**src/rtl/toggle_rx_ack_if.sv**
```systemverilog
// Handshake bundle for toggle_rx_ack.
//   req_tgl   : toggle level from the sender domain (one event per transition)
//   evt_valid : at least one event is pending
//   evt_ready : consumer accepts one event when high together with evt_valid
//   ack_tgl   : toggle returned to the sender, flips once per accepted event
//   pend_cnt  : number of pending events
//   ovf       : sticky overflow flag
//   ovf_clr   : synchronous clear of ovf
// Modports: slave = receiver block, master = sender/consumer environment.
interface toggle_rx_ack_if #(
  parameter int unsigned CNT_W = 4
) ();
  logic             req_tgl;
  logic             evt_valid;
  logic             evt_ready;
  logic             ack_tgl;
  logic [CNT_W-1:0] pend_cnt;
  logic             ovf;
  logic             ovf_clr;

  modport master (
    output req_tgl,
    output evt_ready,
    output ovf_clr,
    input  evt_valid,
    input  ack_tgl,
    input  pend_cnt,
    input  ovf
  );

  modport slave (
    input  req_tgl,
    input  evt_ready,
    input  ovf_clr,
    output evt_valid,
    output ack_tgl,
    output pend_cnt,
    output ovf
  );
endinterface

```
**src/rtl/toggle_rx_ack.sv**
```systemverilog
// Toggle-event receiver: synchronises an asynchronous request toggle into clk_b, counts
// pending events, presents them on a valid/ready handshake and returns an acknowledge toggle.
// Ports:
//   clk_b    : clock, all flops on its rising edge
//   rst_b_n  : asynchronous active-low reset
//   bus      : toggle_rx_ack_if.slave (req_tgl, evt_ready, ovf_clr in; evt_valid, ack_tgl,
//              pend_cnt, ovf out)
// Optional feature: define TOGGLE_RX_OVF_DET_EN to build the sticky overflow detector;
// otherwise ovf is tied low and ovf_clr is ignored (pend_cnt still saturates).
module toggle_rx_ack #(
  parameter int unsigned SYNC_SIZE = 3,
  parameter int unsigned CNT_W     = 4
) (
  input logic             clk_b,
  input logic             rst_b_n,
  toggle_rx_ack_if.slave  bus
);

  typedef enum logic [0:0] {StIdle, StDeliver} state_e;

  localparam logic [CNT_W-1:0] CntMax = {CNT_W{1'b1}};
  localparam logic [CNT_W-1:0] CntOne = CNT_W'(1);

  logic [SYNC_SIZE-1:0] sync_q, sync_d;
  logic                 hist_q, hist_d;
  logic [CNT_W-1:0]     cnt_q, cnt_d;
  logic                 ack_q, ack_d;
  state_e               state_q, state_d;

  logic evt_edge;
  logic accept;
  logic drop;

  assign evt_edge = sync_q[SYNC_SIZE-1] ^ hist_q;
  assign accept   = (state_q == StDeliver) & bus.evt_ready;
  // An edge arriving while saturated and not offset by an accept is lost.
  assign drop     = evt_edge & ~accept & (cnt_q == CntMax);

  always_comb begin
    sync_d  = {sync_q[SYNC_SIZE-2:0], bus.req_tgl};
    hist_d  = sync_q[SYNC_SIZE-1];
    cnt_d   = cnt_q;
    ack_d   = ack_q ^ accept;
    state_d = state_q;

    // Edge and accept together cancel out: count unchanged.
    if (evt_edge && !accept && !drop) begin
      cnt_d = cnt_q + CntOne;
    end else if (accept && !evt_edge) begin
      cnt_d = cnt_q - CntOne;
    end

    unique case (state_q)
      StIdle: begin
        if (evt_edge) state_d = StDeliver;
      end
      StDeliver: begin
        if ((cnt_q == CntOne) && accept && !evt_edge) state_d = StIdle;
      end
      default: state_d = StIdle;
    endcase
  end

  always_ff @(posedge clk_b or negedge rst_b_n) begin
    if (!rst_b_n) begin
      sync_q  <= '0;
      hist_q  <= 1'b0;
      cnt_q   <= '0;
      ack_q   <= 1'b0;
      state_q <= StIdle;
    end else begin
      sync_q  <= sync_d;
      hist_q  <= hist_d;
      cnt_q   <= cnt_d;
      ack_q   <= ack_d;
      state_q <= state_d;
    end
  end

`ifdef TOGGLE_RX_OVF_DET_EN
  logic ovf_q, ovf_d;

  // A drop wins over a simultaneous clear so no overflow is ever missed.
  always_comb begin
    ovf_d = ovf_q;
    if (drop) begin
      ovf_d = 1'b1;
    end else if (bus.ovf_clr) begin
      ovf_d = 1'b0;
    end
  end

  always_ff @(posedge clk_b or negedge rst_b_n) begin
    if (!rst_b_n) begin
      ovf_q <= 1'b0;
    end else begin
      ovf_q <= ovf_d;
    end
  end

  assign bus.ovf = ovf_q;
`else
  logic unused_ovf;
  assign unused_ovf = bus.ovf_clr ^ drop;
  assign bus.ovf    = 1'b0;
`endif

  assign bus.evt_valid = (state_q == StDeliver);
  assign bus.ack_tgl   = ack_q;
  assign bus.pend_cnt  = cnt_q;

endmodule

```
**src/flat_wrapper.sv**
```systemverilog
// flat-port wrapper written by rule: the top's interface ports become plain ports
module toggle_rx_ack_flat 
#(
  parameter int unsigned SYNC_SIZE = 3,
  parameter int unsigned CNT_W     = 4
)
  (clk_b, rst_b_n, bus_req_tgl, bus_evt_ready, bus_ovf_clr, bus_evt_valid, bus_ack_tgl, bus_pend_cnt, bus_ovf);
  toggle_rx_ack_if #(.CNT_W(CNT_W)) bus_i ();
  input logic clk_b;
  input logic rst_b_n;
  input wire logic [$bits(bus_i.req_tgl)-1:0] bus_req_tgl;
  input wire logic [$bits(bus_i.evt_ready)-1:0] bus_evt_ready;
  input wire logic [$bits(bus_i.ovf_clr)-1:0] bus_ovf_clr;
  output wire logic [$bits(bus_i.evt_valid)-1:0] bus_evt_valid;
  output wire logic [$bits(bus_i.ack_tgl)-1:0] bus_ack_tgl;
  output wire logic [$bits(bus_i.pend_cnt)-1:0] bus_pend_cnt;
  output wire logic [$bits(bus_i.ovf)-1:0] bus_ovf;
  assign bus_i.req_tgl = bus_req_tgl;
  assign bus_i.evt_ready = bus_evt_ready;
  assign bus_i.ovf_clr = bus_ovf_clr;
  assign bus_evt_valid = bus_i.evt_valid;
  assign bus_ack_tgl = bus_i.ack_tgl;
  assign bus_pend_cnt = bus_i.pend_cnt;
  assign bus_ovf = bus_i.ovf;
  toggle_rx_ack #(.SYNC_SIZE(SYNC_SIZE), .CNT_W(CNT_W)) u_core (.clk_b(clk_b), .rst_b_n(rst_b_n), .bus(bus_i));
endmodule
```
**config.mk**
```make
export PLATFORM = sky130hd
export DESIGN_NAME = toggle_rx_ack_flat
export DESIGN_NICKNAME = d
export VERILOG_FILES = /design/src/rtl/toggle_rx_ack_if.sv /design/src/rtl/toggle_rx_ack.sv /design/src/flat_wrapper.sv
export SDC_FILE = /design/constraint.sdc
export NUM_CORES = 1
export LEC_CHECK = 0
export ABC_AREA = 1
export BUFFER_PORTS_ARGS = -buffer_cell sky130_fd_sc_hd__buf_2
export CAP_MARGIN = 25
export CORE_AREA = 2 2 39 41
export DETAILED_ROUTE_END_ITERATION = 8
export DIE_AREA = 0 0 41 43
export GPL_TIMING_DRIVEN = 1
export PLACE_DENSITY = 0.74
export SLEW_MARGIN = 20
export SYNTH_ARGS = -nofsm -noshare
export SYNTH_HDL_FRONTEND = slang
export SYNTH_SLANG_ARGS = --single-unit
```
**constraint.sdc**
```tcl
create_clock -name clk_b -period 1.3 [get_ports clk_b]
set_input_delay 0.065 -clock clk_b [delete_from_list [all_inputs] [get_ports clk_b]]
set_output_delay 0.065 -clock clk_b [all_outputs]
set_load 0.02 [all_outputs]
```
# Word-level counts from Yosys, hierarchy flattened
# Cells that the tools add are included.
# totals
memories	0
mem_bits_ro	0
in_bits	5
output_inout_bits	7
mem_bits_rw	0
regBits	10
latch_bits	0
# op_classes
muxes	5
order_cmp	0
n_addsub	2
eq_ne	2
mul	0
div	0
shifts	0
reduce_logical	9
n_bitwise	7
# ops
cell	count
4-bit two-way mux	2
1-bit logical AND	5
4-bit by 1-bit adder with 4-bit output (second input constant)	1
4-bit by 1-bit == test with 1-bit output (second input constant)	1
4-bit == test (second input constant)	1
4-bit by 1-bit subtractor with 4-bit output (second input constant)	1
1-bit AND	3
1-bit logical NOT	3
1-bit two-way mux	2
1-bit inverter	2
1-bit case mux with 2 select lines	1
2-bit nonzero test	1
1-bit XOR	2

# Depth between registers and ports, before layout
# logic_depth
depth_word	7
mapped_depth	9

# Worst setup path after synthesis
# Ideal clock, no wire load.
# synth_timing
kind	flip-flop to flip-flop
from	register u_core.cnt_q[1] (netlist: u_core.bus.pend_cnt[1])
to	register u_core.cnt_q[0] (netlist: u_core.bus.pend_cnt[0])
required_ns	1.164
t_arrival_ns	1.192
stages_incl_launch_ff	6
setup_ns	0.136
n_path_buf	0
path_slack_ns	-0.029
path_cell_list	dfrtp_1 -> ha_1 -> nand3_2 -> nand3_2 -> nand2_4 -> xor2_1
# synth_via
elab_chain_cells	5
# synth_lines
element	line_no	text
start, declared	toggle_rx_ack.sv:26	logic [CNT_W-1:0] cnt_q, cnt_d;
start signal, assigned	toggle_rx_ack.sv:74	cnt_q <= cnt_d;
4-bit == test (*)	toggle_rx_ack.sv:37	assign drop = evt_edge & ~accept & (cnt_q == CntMax);
1-bit AND (*)	toggle_rx_ack.sv:37	
1-bit logical NOT (*)	toggle_rx_ack.sv:47	if (evt_edge && !accept && !drop) begin
1-bit logical AND (*)	toggle_rx_ack.sv:47	
4-bit two-way mux / 2-bit nonzero test (equally long branches)	n/a	
# Every way passes the cells marked *; elsewhere a longest branch is shown, timed or not.
# A chain may end at the register's enable or synchronous reset.

# Final worst setup path
# layout_timing
from	register u_core.cnt_q[1] (netlist: u_core.bus.pend_cnt[1])
to	register u_core.cnt_q[3] (netlist: u_core.bus.pend_cnt[3])
# layout_via
elab_chain_cells	5
# layout_lines
element
branches (longest 5 deep; another with 4-bit by 1-bit subtractor with 4-bit output)
# Several ways; the timed one is not identified. The select of a mux whose other input is x is not followed.

==> results.sh <==
export IMPL_status="finished, final reports clean"
export IMPL_grt_start_max_net_pins=11
export IMPL_power_density_nw_per_um2=2210
export IMPL_power_frac_clock_pct=17.1
export IMPL_numCtsBuffers=3
export IMPL_leakagePower_nw=0.390
export IMPL_synth_distinct_cells=18
export IMPL_p_switching_w=0.000687
export IMPL_cts_buffer_depth=2
export IMPL_register_area_um2=253
export IMPL_max_stage_delay_ns=0.45
export IMPL_required_ns=1.50
export IMPL_finalSetupViolations=0
export IMPL_areaGrowthSynthToFinish_pct=24.2
export IMPL_worstPathMaxFanout=5
export IMPL_synth_nets=78
export IMPL_synth_edf_count=0
export IMPL_synthFlopType="dfrtp_1"
export IMPL_cp_start_kind="flip-flop"
export IMPL_io_pins=12
export IMPL_cts_sinks=10
export IMPL_cts_root_buf="clkbuf_4"
export IMPL_cp_cell_sequence="ha_4 > nand3_2 > nand2_1 > nor2_2 > nand2_1 > nand2_1 > nand2_1 > nand2_1"
export IMPL_diodes=0
export IMPL_grt_usage_pct=13.4
export IMPL_seqPwrFrac_pct=34.6
export IMPL_hold_violations=0
export IMPL_wl_per_cell_um=9.72
export IMPL_syn_area_um2=578
export IMPL_synth_cells=70
export IMPL_multi_input_area_um2=295
export IMPL_critical_path_endpoint_type="flip-flop"
export IMPL_skew_ns=0.000276
export IMPL_drtIter0Drc=3
export IMPL_max_freq_mhz=822
export IMPL_drtAntennaViolNets=0
export IMPL_port_buffers=9
export IMPL_dpl_worst_slack_ns=0.0236
export IMPL_min_period_ns=1.22
export IMPL_crit_top_cell="nand2_1"
export IMPL_num_nets_final=95
export IMPL_hpwl_um=774
export IMPL_synth_area_leader_cell="dfrtp_1"
export IMPL_peakVddDrop_v=0.00115
export IMPL_synthTopCellsByCount="29 x nand2_1, 10 x dfrtp_1, 6 x inv_1"
export IMPL_yosysSeqAreaShare_pct=43.3
export IMPL_gp_congestion=0.732
export IMPL_drive_above_1_share_pct=32.6
export IMPL_die_x_um=41
export IMPL_holdWs_ns=0.100
export IMPL_drc_errors=0
export IMPL_clk_latency_ns=0.26
export IMPL_cts_tree="yes"
export IMPL_fp_coreArea_um2=1380
export IMPL_min_path_type="input port to flip-flop"
export IMPL_via_per_inst=4.69
export IMPL_fin_ws_ns=0.0836
export IMPL_final_max_slew_viol_count=0
export IMPL_start_util_pct=41.8
export IMPL_wirelength_um=991
export IMPL_timing_max_cap_violations=0
export IMPL_synth_most_common_cell="nand2_1"
export IMPL_intPower_w=0.000900
export IMPL_post_synth_top_area_fraction_pct=43.3
export IMPL_avgSynthCellArea_um2=8.26
export IMPL_antenna_found_initial=0
export IMPL_final_util_pct=51.9
export IMPL_htree_num_levels=1
export IMPL_timing_final_crit_share_pct=93.6
export IMPL_grt_pass1_vias=431
export IMPL_nFillCells=128
export IMPL_fin_cells=102
export IMPL_combPwrFrac_pct=48.3
export IMPL_busiest_layer="met2"
export IMPL_netSwitchingFraction_pct=43.3
export IMPL_dieArea_um2=1760
export IMPL_use_met3_pct=4.71
export IMPL_drt_pass1_iterations=4
export IMPL_clkTransAtPathRegs_ns=0.06
export IMPL_post_place_cells=94
export IMPL_ys_seq_elements=10
export IMPL_vias=478
export IMPL_met2_usage_pct=21.9
export IMPL_slowest_stage="dfrtp_2"
export IMPL_grt_pass1_wl_um=1630
export IMPL_rows=14
export IMPL_yosys_warnings=0
export IMPL_use_met1_pct=15.8
export IMPL_critPathArrivalTime_ns=1.41
export IMPL_grt_overflow=0
export IMPL_synthTopCellsByArea="dfrtp_1 43%, nand2_1 19%, ha_1 6.5%, xor2_1 4.5%, inv_1 3.9%"
export IMPL_async_flop_share_pct=100
export IMPL_die_h_um=43
export IMPL_critPathKind="flip-flop to flip-flop"
routing by layer:
metal / up-vias / wire [µm]
met5: - / 0
met4: 0 / 0
met3: 0 / 63
met2: 17 / 477
met1: 217 / 450
li1: 244 / -
cells by family (layout without fill, tap and decap cells):
kind of cell	count (synthesis)	count (layout)	synth area share (%)
flops	10	10	43.3
buf+inv	9	25	7.79
other cells	1	1	0.649
fa+ha+maj	3	3	6.49
compound gates	1	1	0.865
xor+xnor	4	4	6.06
simple gates	42	42	34.8
final cells by class:
| type | count | area share (%) |
|---|---|---|
| inverter | 7 | 3.66 |
| timing repair buffer | 14 | 12.2 |
| sequential | 10 | 35.2 |
| clock buffer | 4 | 5.05 |
| tap | 16 | 2.79 |
| multi-input combinational | 51 | 41.1 |
layout by cell type, fill, tap and decap left out, types with 2 or more instances in the layout:
cell and count:
buf_2 9, inv_1 6, nor2_2 2, nand3_2 2, ha_1 2, dfrtp_1 8
nand2_2 2, xor2_1 3, nand3_1 3, nand2_4 2, dfrtp_2 2, buf_4 3
clkbuf_4 3, nand2_1 29, dlygate4sd3_1 2
through the flow:
step,setup TNS (ns),power (W),area (µm²)
finish,0,0.00159,718
global placement,0,0.00121,634
detailed placement,0,0.00124,634
floorplan,0,0.00106,581
CTS,0,0.00153,691
global route,-0.00154,0.00173,718
state kept, by name, indices dropped and copies added, names as in the netlist:
name and cells:
u_core.bus.ack_tgl 1, u_core.bus.evt_valid 1, u_core.bus.pend_cnt 4, u_core.hist_q 1
u_core.sync_q 3
critical path: cells and delay by family, from the launching register on:
family,cells,cell delay (ns)
simple gates,7,0.54
flops,1,0.45
fa+ha+maj,1,0.18
what timing repair did:
action,in CTS,in global routing
setup endpoints to repair,0,3
resized for setup,0,2
hold buffers,2,0
hold endpoints to repair,11,0
setup buffers,0,2
power groups by stage:
stage | Combinational, W | Sequential (W) | Clock [W]
floorplan | 0.000443 | 0.000615 | 0
global placement | 0.000654 | 0.000552 | 0
detailed placement | 0.000684 | 0.000557 | 0
CTS | 0.000693 | 0.000553 | 0.000285
global route | 0.000855 | 0.000569 | 0.000303
finish | 0.000767 | 0.000549 | 0.000271
path summary, 6_finish.rpt:
path                       depth (start not counted)                      to                    from  slack [ns]
max in group asynchronous                          2  u_core.bus.pend_cnt[0]                 rst_b_n        0.91
min in group asynchronous                          2        u_core.sync_q[2]                 rst_b_n        0.19
setup / recovery                                   8  u_core.bus.pend_cnt[3]  u_core.bus.pend_cnt[1]        0.08
hold reg to reg                                    0        u_core.sync_q[2]        u_core.sync_q[1]        0.35
setup reg to reg                                   8  u_core.bus.pend_cnt[3]  u_core.bus.pend_cnt[1]        0.08
hold / removal                                     3      u_core.bus.ack_tgl           bus_evt_ready         0.1
Note: power is estimated with default switching activity, not from simulation.
